### config.mk
export PLATFORM = sky130hd
export DESIGN_NAME = bpu_gshare_flat
export DESIGN_NICKNAME = d
export VERILOG_FILES = /design/src/rtl/bpu_gshare_if.sv /design/src/rtl/bpu_gshare.sv /design/src/flat_wrapper.sv
export SDC_FILE = /design/constraint.sdc
export NUM_CORES = 2
export LEC_CHECK = 0
export ABC_AREA = 1
export BUFFER_PORTS_ARGS = -buffer_cell sky130_fd_sc_hd__buf_4
export CAP_MARGIN = 15
export CORE_AREA = 3 3 583 817
export CTS_BUF_LIST = sky130_fd_sc_hd__clkbuf_8
export CTS_CLUSTER_SIZE = 20
export DETAILED_ROUTE_END_ITERATION = 7
export DIE_AREA = 0 0 586 820
export PLACE_DENSITY = 0.45
export SYNTH_ARGS = -nofsm -noshare
export SYNTH_HDL_FRONTEND = slang
export SYNTH_SLANG_ARGS = --single-unit
export TNS_END_PERCENT = 5
### constraint.sdc
create_clock -name clk -period 6.9 [get_ports clk]
set_clock_uncertainty 0.05 [all_clocks]
set_input_delay 1.38 -clock clk [delete_from_list [all_inputs] [get_ports clk]]
set_output_delay 1.38 -clock clk [all_outputs]
set_load 0.05 [all_outputs]
### src/rtl/bpu_gshare_if.sv
// bpu_gshare_if: fetch-lookup, branch-resolve and prediction bundle
// master = IFU/ALU side, slave = predictor
interface bpu_gshare_if #(
  parameter int XLEN  = 64,
  parameter int GHR_W = 8
);
  logic             ifu_bpu_pc_valid;
  logic [XLEN-1:0]  ifu_bpu_pc;
  logic             alu_bpu_wr_req;
  logic [XLEN-1:0]  alu_bpu_wr_pc;
  logic [2:0]       alu_bpu_wr_type;
  logic [XLEN-1:0]  alu_bpu_wr_target;
  logic             alu_bpu_wr_taken;
  logic [GHR_W-1:0] alu_bpu_wr_ghr;
  logic             alu_bpu_mispredict;
  logic             bpu_ifu_predict_vld;
  logic [XLEN-1:0]  bpu_ifu_next_pc;
  logic             bpu_ifu_predict_hit;
  logic             bpu_ifu_predict_taken;
  logic [XLEN-1:0]  bpu_ifu_predict_pc;
  logic [GHR_W-1:0] bpu_ifu_ghr;

  modport master (
    output ifu_bpu_pc_valid, ifu_bpu_pc,
    output alu_bpu_wr_req, alu_bpu_wr_pc,
    output alu_bpu_wr_type, alu_bpu_wr_target,
    output alu_bpu_wr_taken, alu_bpu_wr_ghr,
    output alu_bpu_mispredict,
    input  bpu_ifu_predict_vld, bpu_ifu_next_pc,
    input  bpu_ifu_predict_hit, bpu_ifu_predict_taken,
    input  bpu_ifu_predict_pc, bpu_ifu_ghr
  );

  modport slave (
    input  ifu_bpu_pc_valid, ifu_bpu_pc,
    input  alu_bpu_wr_req, alu_bpu_wr_pc,
    input  alu_bpu_wr_type, alu_bpu_wr_target,
    input  alu_bpu_wr_taken, alu_bpu_wr_ghr,
    input  alu_bpu_mispredict,
    output bpu_ifu_predict_vld, bpu_ifu_next_pc,
    output bpu_ifu_predict_hit, bpu_ifu_predict_taken,
    output bpu_ifu_predict_pc, bpu_ifu_ghr
  );
endinterface

### src/rtl/bpu_gshare.sv
// bpu_gshare: direct-mapped BTB + gshare PHT, 1-cycle lookup
// ports: clk, rstn (async low), bus (bpu_gshare_if.slave)
// optional return stack: define BPU_RAS_EN
module bpu_gshare #(
  parameter int XLEN      = 64,
  parameter int BTB_DEPTH = 16,
  parameter int PHT_DEPTH = 256,
  parameter int GHR_W     = 8,
  parameter int RAS_DEPTH = 4
) (
  input logic         clk,
  input logic         rstn,
  bpu_gshare_if.slave bus
);

  localparam int BI = $clog2(BTB_DEPTH);
  localparam int PI = $clog2(PHT_DEPTH);
  localparam int TW = XLEN - BI - 2;

  localparam logic [2:0] T_BR   = 3'd1;
  localparam logic [2:0] T_CALL = 3'd4;
  localparam logic [2:0] T_RET  = 3'd5;
  localparam logic [XLEN-1:0] FOUR = XLEN'(4);

  logic            btb_vld  [BTB_DEPTH];
  logic [TW-1:0]   btb_tag  [BTB_DEPTH];
  logic [2:0]      btb_type [BTB_DEPTH];
  logic [XLEN-1:0] btb_tgt  [BTB_DEPTH];
  logic [1:0]      pht      [PHT_DEPTH];
  logic [GHR_W-1:0] ghr;

  logic            o_vld;
  logic [XLEN-1:0] o_npc;
  logic            o_hit;
  logic            o_taken;
  logic [XLEN-1:0] o_ppc;
  logic [GHR_W-1:0] o_ghr;

  logic            l_vld;
  logic [XLEN-1:0] l_pc;
  logic [BI-1:0]   l_bidx;
  logic [TW-1:0]   l_tag;
  logic [PI-1:0]   l_pidx;
  logic            l_hit;
  logic [2:0]      l_type;
  logic            l_taken;
  logic [XLEN-1:0] l_tgt;
  logic [XLEN-1:0] l_pc4;
  logic            l_br;

  logic            w_req;
  logic [2:0]      w_type;
  logic            w_ok;
  logic            w_br;
  logic [BI-1:0]   w_bidx;
  logic [TW-1:0]   w_tag;
  logic [PI-1:0]   w_pidx;
  logic            recover;
  logic [GHR_W-1:0] rec_ghr;

  logic unused_bits;

  assign l_vld  = bus.ifu_bpu_pc_valid;
  assign l_pc   = bus.ifu_bpu_pc;
  assign l_bidx = l_pc[BI+1:2];
  assign l_tag  = l_pc[XLEN-1:BI+2];
  assign l_pidx = l_pc[PI+1:2] ^ PI'(ghr);
  assign l_hit  = btb_vld[l_bidx] &&
                  (btb_tag[l_bidx] == l_tag);
  assign l_type = btb_type[l_bidx];
  assign l_pc4  = l_pc + FOUR;
  assign l_br   = l_vld && l_hit &&
                  (l_type == T_BR);

  assign w_req  = bus.alu_bpu_wr_req;
  assign w_type = bus.alu_bpu_wr_type;
  assign w_ok   = w_req && (w_type >= 3'd1) &&
                  (w_type <= 3'd5);
  assign w_br   = w_ok && (w_type == T_BR);
  assign w_bidx = bus.alu_bpu_wr_pc[BI+1:2];
  assign w_tag  = bus.alu_bpu_wr_pc[XLEN-1:BI+2];
  assign w_pidx = bus.alu_bpu_wr_pc[PI+1:2] ^
                  PI'(bus.alu_bpu_wr_ghr);
  assign recover = w_req && bus.alu_bpu_mispredict;
  assign rec_ghr = (w_type == T_BR) ?
    {bus.alu_bpu_wr_ghr[GHR_W-2:0],
     bus.alu_bpu_wr_taken} :
    bus.alu_bpu_wr_ghr;

  assign unused_bits = ^{bus.ifu_bpu_pc[1:0],
                         bus.alu_bpu_wr_pc[1:0]};

`ifdef BPU_RAS_EN
  localparam int RW = (RAS_DEPTH > 1) ?
                      $clog2(RAS_DEPTH) : 1;
  localparam int CW = $clog2(RAS_DEPTH + 1);

  logic [XLEN-1:0] ras_mem [RAS_DEPTH];
  logic [RW-1:0]   ras_top;
  logic [CW-1:0]   ras_cnt;
  logic [RW-1:0]   ras_nxt;
  logic [RW-1:0]   ras_prv;
  logic            ras_push;
  logic            ras_pop;

  assign ras_nxt = (ras_top == RW'(RAS_DEPTH - 1)) ?
                   '0 : ras_top + RW'(1);
  assign ras_prv = (ras_top == '0) ?
                   RW'(RAS_DEPTH - 1) : ras_top - RW'(1);
  assign ras_push = l_vld && l_hit && (l_type == T_CALL);
  assign ras_pop  = l_vld && l_hit && (l_type == T_RET) &&
                    (ras_cnt != '0);

  // oldest entry is silently overwritten once full
  always_ff @(posedge clk or negedge rstn) begin
    if (!rstn) begin
      ras_top <= '0;
      ras_cnt <= '0;
    end else if (ras_push) begin
      ras_top <= ras_nxt;
      if (ras_cnt != CW'(RAS_DEPTH))
        ras_cnt <= ras_cnt + CW'(1);
    end else if (ras_pop) begin
      ras_top <= ras_prv;
      ras_cnt <= ras_cnt - CW'(1);
    end
  end

  always_ff @(posedge clk) begin
    if (ras_push)
      ras_mem[ras_nxt] <= l_pc4;
  end
`endif

  always_comb begin
    l_taken = 1'b0;
    l_tgt   = '0;
    if (l_hit) begin
      l_tgt = btb_tgt[l_bidx];
      unique case (1'b1)
        (l_type == T_BR): l_taken = pht[l_pidx][1];
`ifdef BPU_RAS_EN
        (l_type == T_RET): begin
          l_taken = 1'b1;
          if (ras_cnt != '0)
            l_tgt = ras_mem[ras_top];
        end
`endif
        default: l_taken = 1'b1;
      endcase
    end
  end

  always_ff @(posedge clk or negedge rstn) begin
    if (!rstn) begin
      o_vld   <= 1'b0;
      o_npc   <= '0;
      o_hit   <= 1'b0;
      o_taken <= 1'b0;
      o_ppc   <= '0;
      o_ghr   <= '0;
    end else begin
      o_vld <= l_vld;
      if (l_vld) begin
        o_hit   <= l_hit;
        o_taken <= l_taken;
        o_ppc   <= l_tgt;
        o_npc   <= l_taken ? l_tgt : l_pc4;
        o_ghr   <= ghr;
      end
    end
  end

  // recovery wins over the speculative shift
  always_ff @(posedge clk or negedge rstn) begin
    if (!rstn)
      ghr <= '0;
    else if (recover)
      ghr <= rec_ghr;
    else if (l_br)
      ghr <= {ghr[GHR_W-2:0], l_taken};
  end

  always_ff @(posedge clk or negedge rstn) begin
    if (!rstn) begin
      for (int i = 0; i < BTB_DEPTH; i++)
        btb_vld[i] <= 1'b0;
    end else if (w_ok) begin
      btb_vld[w_bidx] <= 1'b1;
    end
  end

  always_ff @(posedge clk) begin
    if (w_ok) begin
      btb_tag[w_bidx]  <= w_tag;
      btb_type[w_bidx] <= w_type;
      btb_tgt[w_bidx]  <= bus.alu_bpu_wr_target;
    end
  end

  always_ff @(posedge clk or negedge rstn) begin
    if (!rstn) begin
      for (int i = 0; i < PHT_DEPTH; i++)
        pht[i] <= 2'b01;
    end else if (w_br) begin
      if (bus.alu_bpu_wr_taken) begin
        if (pht[w_pidx] != 2'b11)
          pht[w_pidx] <= pht[w_pidx] + 2'd1;
      end else if (pht[w_pidx] != 2'b00) begin
        pht[w_pidx] <= pht[w_pidx] - 2'd1;
      end
    end
  end

  assign bus.bpu_ifu_predict_vld   = o_vld;
  assign bus.bpu_ifu_next_pc       = o_npc;
  assign bus.bpu_ifu_predict_hit   = o_hit;
  assign bus.bpu_ifu_predict_taken = o_taken;
  assign bus.bpu_ifu_predict_pc    = o_ppc;
  assign bus.bpu_ifu_ghr           = o_ghr;

endmodule

### src/flat_wrapper.sv
// flat-port wrapper written by rule: the top's interface ports become plain ports
module bpu_gshare_flat 
#(
  parameter int XLEN      = 64,
  parameter int BTB_DEPTH = 16,
  parameter int PHT_DEPTH = 256,
  parameter int GHR_W     = 8,
  parameter int RAS_DEPTH = 4
)
  (clk, rstn, bus_ifu_bpu_pc_valid, bus_ifu_bpu_pc, bus_alu_bpu_wr_req, bus_alu_bpu_wr_pc, bus_alu_bpu_wr_type, bus_alu_bpu_wr_target, bus_alu_bpu_wr_taken, bus_alu_bpu_wr_ghr, bus_alu_bpu_mispredict, bus_bpu_ifu_predict_vld, bus_bpu_ifu_next_pc, bus_bpu_ifu_predict_hit, bus_bpu_ifu_predict_taken, bus_bpu_ifu_predict_pc, bus_bpu_ifu_ghr);
  bpu_gshare_if #(.XLEN(XLEN), .GHR_W(GHR_W)) bus_i ();
  input logic clk;
  input logic rstn;
  input wire logic [$bits(bus_i.ifu_bpu_pc_valid)-1:0] bus_ifu_bpu_pc_valid;
  input wire logic [$bits(bus_i.ifu_bpu_pc)-1:0] bus_ifu_bpu_pc;
  input wire logic [$bits(bus_i.alu_bpu_wr_req)-1:0] bus_alu_bpu_wr_req;
  input wire logic [$bits(bus_i.alu_bpu_wr_pc)-1:0] bus_alu_bpu_wr_pc;
  input wire logic [$bits(bus_i.alu_bpu_wr_type)-1:0] bus_alu_bpu_wr_type;
  input wire logic [$bits(bus_i.alu_bpu_wr_target)-1:0] bus_alu_bpu_wr_target;
  input wire logic [$bits(bus_i.alu_bpu_wr_taken)-1:0] bus_alu_bpu_wr_taken;
  input wire logic [$bits(bus_i.alu_bpu_wr_ghr)-1:0] bus_alu_bpu_wr_ghr;
  input wire logic [$bits(bus_i.alu_bpu_mispredict)-1:0] bus_alu_bpu_mispredict;
  output wire logic [$bits(bus_i.bpu_ifu_predict_vld)-1:0] bus_bpu_ifu_predict_vld;
  output wire logic [$bits(bus_i.bpu_ifu_next_pc)-1:0] bus_bpu_ifu_next_pc;
  output wire logic [$bits(bus_i.bpu_ifu_predict_hit)-1:0] bus_bpu_ifu_predict_hit;
  output wire logic [$bits(bus_i.bpu_ifu_predict_taken)-1:0] bus_bpu_ifu_predict_taken;
  output wire logic [$bits(bus_i.bpu_ifu_predict_pc)-1:0] bus_bpu_ifu_predict_pc;
  output wire logic [$bits(bus_i.bpu_ifu_ghr)-1:0] bus_bpu_ifu_ghr;
  assign bus_i.ifu_bpu_pc_valid = bus_ifu_bpu_pc_valid;
  assign bus_i.ifu_bpu_pc = bus_ifu_bpu_pc;
  assign bus_i.alu_bpu_wr_req = bus_alu_bpu_wr_req;
  assign bus_i.alu_bpu_wr_pc = bus_alu_bpu_wr_pc;
  assign bus_i.alu_bpu_wr_type = bus_alu_bpu_wr_type;
  assign bus_i.alu_bpu_wr_target = bus_alu_bpu_wr_target;
  assign bus_i.alu_bpu_wr_taken = bus_alu_bpu_wr_taken;
  assign bus_i.alu_bpu_wr_ghr = bus_alu_bpu_wr_ghr;
  assign bus_i.alu_bpu_mispredict = bus_alu_bpu_mispredict;
  assign bus_bpu_ifu_predict_vld = bus_i.bpu_ifu_predict_vld;
  assign bus_bpu_ifu_next_pc = bus_i.bpu_ifu_next_pc;
  assign bus_bpu_ifu_predict_hit = bus_i.bpu_ifu_predict_hit;
  assign bus_bpu_ifu_predict_taken = bus_i.bpu_ifu_predict_taken;
  assign bus_bpu_ifu_predict_pc = bus_i.bpu_ifu_predict_pc;
  assign bus_bpu_ifu_ghr = bus_i.bpu_ifu_ghr;
  bpu_gshare #(.XLEN(XLEN), .BTB_DEPTH(BTB_DEPTH), .PHT_DEPTH(PHT_DEPTH), .GHR_W(GHR_W), .RAS_DEPTH(RAS_DEPTH)) u_core (.clk(clk), .rstn(rstn), .bus(bus_i));
endmodule
==> run summary <==
CTS tree: done
PD cells: 263.8 nW/µm²
Via count: 87746
Tot Pwr: 36.09 mW
Clock power share: 37.6%
H-tree depth: 5
Number of synthesized register bits: 2675
Distinct cells, synth: 52
Routability cong.: 0.8744
Clock Latency Late Sink: 1.22 ns
Die H: 820 µm
CP Capture Type: register
Switching power: 10.54 mW
Worst r2r dst: u_core.ghr[0]
Pre-antenna DRT Iters: 8
Worst slew pin tran: 1.138 ns
Inst Count DP: 17545
Row cnt: 298
Worst Path Arrival: 6.26 ns
Leakage: 52.02 nW
Max-cap violations: 0
Non-Filler Instances: 18375
Comb power frac: 13.1%
Syn_area_per_cell: 10.20 µm²
Design area: 136800 µm²
Setup Fix Bufs, Post-CTS: 0
PortBufs: 345
Cell Int Power: 25.55 mW
Antenna Nets Post-Route: 0
Final hold violations: 0
Cts hold-fix bufs: 0
Leading area contributor after synthesis: edfxtp_1
Total clock buffers created by CTS: 440
Final layout net count: 12050
R2r worst-path depth: 14
CP Max Fanout: 32
WHS: 0.1903 ns
Post-Route Setup TNS: 0 ns
Vias in the first global route: 84828
Worst Hold Class: in2async
Num ports: 348
P&R area growth vs syn: 16.69%
Wirelength per Cell: 24.23 µm
Seq pwr share: 49.3%
Global Route Usage Sum: 17.92%
Synth Warn #: 0
Tmin final: 5.328 ns
Setup-failing EPs final: 0
Fmax achieved: 187.7 MHz
Post-synth top cells: nand2_1 (3495), edfxtp_1 (2000), nand3_1 (1034)
Layout cells sized above 1: 12.69%
Die area: 480500 µm²
Final period util: 77.21%
# DRC: 0
Antenna violations before repair: 77
Die Width: 586 µm
DP HPWL: 260500 µm
Crit Path Class: in2reg
Post-Route Utilization: 29.12%
Total grt overflow: 0
Post-synth EDFFs: 2000
CTS root buf: clkbuf_8
Max-Slew Margin vs Limit: 23.80%
Synth Instances: 11498
Starting Density: 24.96%
Via-to-Cell Ratio: 4.775
Total core area: 469800 µm²
Final Max Tran Viols: 0
Largest net degree at the start of global routing: 188
CP startpoint kind: input pin
Reg2Reg Setup Slack: 2.52 ns
Seq/Total Area, Yosys: 65.90%
Count leader, synth: nand2_1
Req. time, crit path: 7.84 ns
Syn nets: 11710
Area post-placement: 128400 µm²
Net Sw Frac: 29.22%
Status: finished clean
Main synth FF type: edfxtp_1
Top cell type's share of synthesized area: 51.22%
Longest Clk Path Bufs: 4
Worst flop-to-flop path startpoint: u_core.ghr[1]
First-pass GRT wire length: 629600 µm
VDD IR-drop max: 0.1774 mV
Drt total wl: 445300 µm
Fillers: 49247
Setup crit start: bus_alu_bpu_wr_pc[2]
Initial DRC Count: 7478
Area contributors post-synth: edfxtp_1 (51%), nand2_1 (11%), dfrtp_1 (8.9%), dfstp_2 (5.7%), nand3_1 (4.4%)
Place WS: 0.5111 ns
Ys async rst share: 25.23%
Clock transition at path regs: 0.07 ns
Post-CTS sizing: 0
RSZ-0062 raised after global routing: no
Syn Std Cell Area: 117300 µm²
Final worst setup slack: 1.572 ns
Clk sinks: 2675
==> kinds of logic after synthesis <==
logic type	Yosys count	synth area share, %
AND/OR/NAND/NOR	5223	18.03
adder cells (fa/ha/maj)	3	0.03202
multiplexers	3	0.02881
flip-flops	2675	65.90
buffers and inverters	1530	5.337
AO/OA/AOI/OAI	1988	10.09
XOR/XNOR	76	0.5901
==> cell usage in the layout, fill, tap and decap left out, drive strengths merged, types with 34 or more instances in the layout <==
cell | netlist | layout
o211ai | 59 | 59
nand2 | 3500 | 3500
a31oi | 102 | 102
a22oi | 112 | 112
nand3 | 1035 | 1035
o22ai | 244 | 244
o21ai | 720 | 720
nor3 | 42 | 42
clkbuf | 344 | 483
xor2 | 60 | 60
buf | 410 | 652
clkinv | 0 | 108
edfxtp | 2000 | 2000
a32o | 84 | 84
dfrtp | 419 | 419
inv | 776 | 969
nor2 | 590 | 590
a21oi | 522 | 522
dfstp | 256 | 256
diode | 0 | 34
==> sequential cells by signal, indices dropped and copies added, names as in the netlist, named ones only <==
register,count
u_core.btb_tag,928
u_core.btb_tgt,1024
u_core.btb_type,48
u_core.btb_vld,16
u_core.bus.bpu_ifu_ghr,8
u_core.bus.bpu_ifu_next_pc,64
u_core.bus.bpu_ifu_predict_hit,1
u_core.bus.bpu_ifu_predict_pc,64
u_core.bus.bpu_ifu_predict_taken,1
u_core.bus.bpu_ifu_predict_vld,1
u_core.ghr,8
u_core.pht,256
==> power by group through the flow <==
| stage | registers, mW | clock network [mW] | logic (mW) |
|---|---|---|---|
| final | 17.8 | 13.6 | 4.73 |
| after detailed placement | 18.1 | 0 | 4.75 |
| after global placement | 18.1 | 0 | 4.75 |
| after floorplan | 18.2 | 0 | 2.27 |
| after CTS | 17.8 | 14.0 | 4.76 |
| after global routing | 17.8 | 14.6 | 5.05 |
==> critical path, stage by stage <==
cell and delay (ns):
buf_4 0.19, inv_1 0.25, nand2_1 0.12, nand2_1 0.12
inv_1 0.14, nor2_1 0.10, inv_4 0.51, buf_4 0.34
o22ai_1 0.09, o21ai_0 0.28, nand4_1 0.24, a22oi_1 0.27
nand2_1 0.14, nand2_1 0.13, nand4_1 0.12, ha_1 0.21
mux2_2 0.28, nor2_4 0.21, nand2_1 0.21, nor2_1 0.16
buf_4 0.23, inv_1 0.12, nor2_1 0.12, inv_1 0.09
o21ai_0 0.17
==> cell type report <==
class,instances,area [µm²],share of cell area (%)
inverter,776,2950,2.156
timing repair buffer,652,6350,4.641
tap,6150,7695,5.624
clock inverter,312,1672,1.222
sequential,2675,77270,56.48
antenna,34,85.08,0.06219
clock buffer,483,6648,4.859
multi-input combinational,7293,34150,24.96
==> per-layer routing <==
layer  part of all wire [%]  GRT usage (%)  vias to the layer above
li1                       -              -                    40350
met3                    6.4          3.218                      804
met1                     41          22.61                    43748
met4                    4.0          7.405                       42
met5                  0.060              0                        -
met2                     48          30.09                     2802
==> how the worst min path moves through the flow <==
stage	cells past startpoint	to	slack, ns	from
2_1_floorplan	2	u_core.btb_vld[3]	0.38	u_core.btb_vld[3]
3_3_place_gp	2	u_core.btb_vld[10]	0.39	u_core.btb_vld[10]
3_5_place_dp	2	u_core.btb_vld[14]	0.40	u_core.btb_vld[14]
4_1_cts	1	u_core.pht[99]	0.09	rstn
5_1_grt	1	u_core.pht[99]	0.18	rstn
6_report	1	u_core.pht[99]	0.19	rstn
Power figures use the tool's default switching activity.
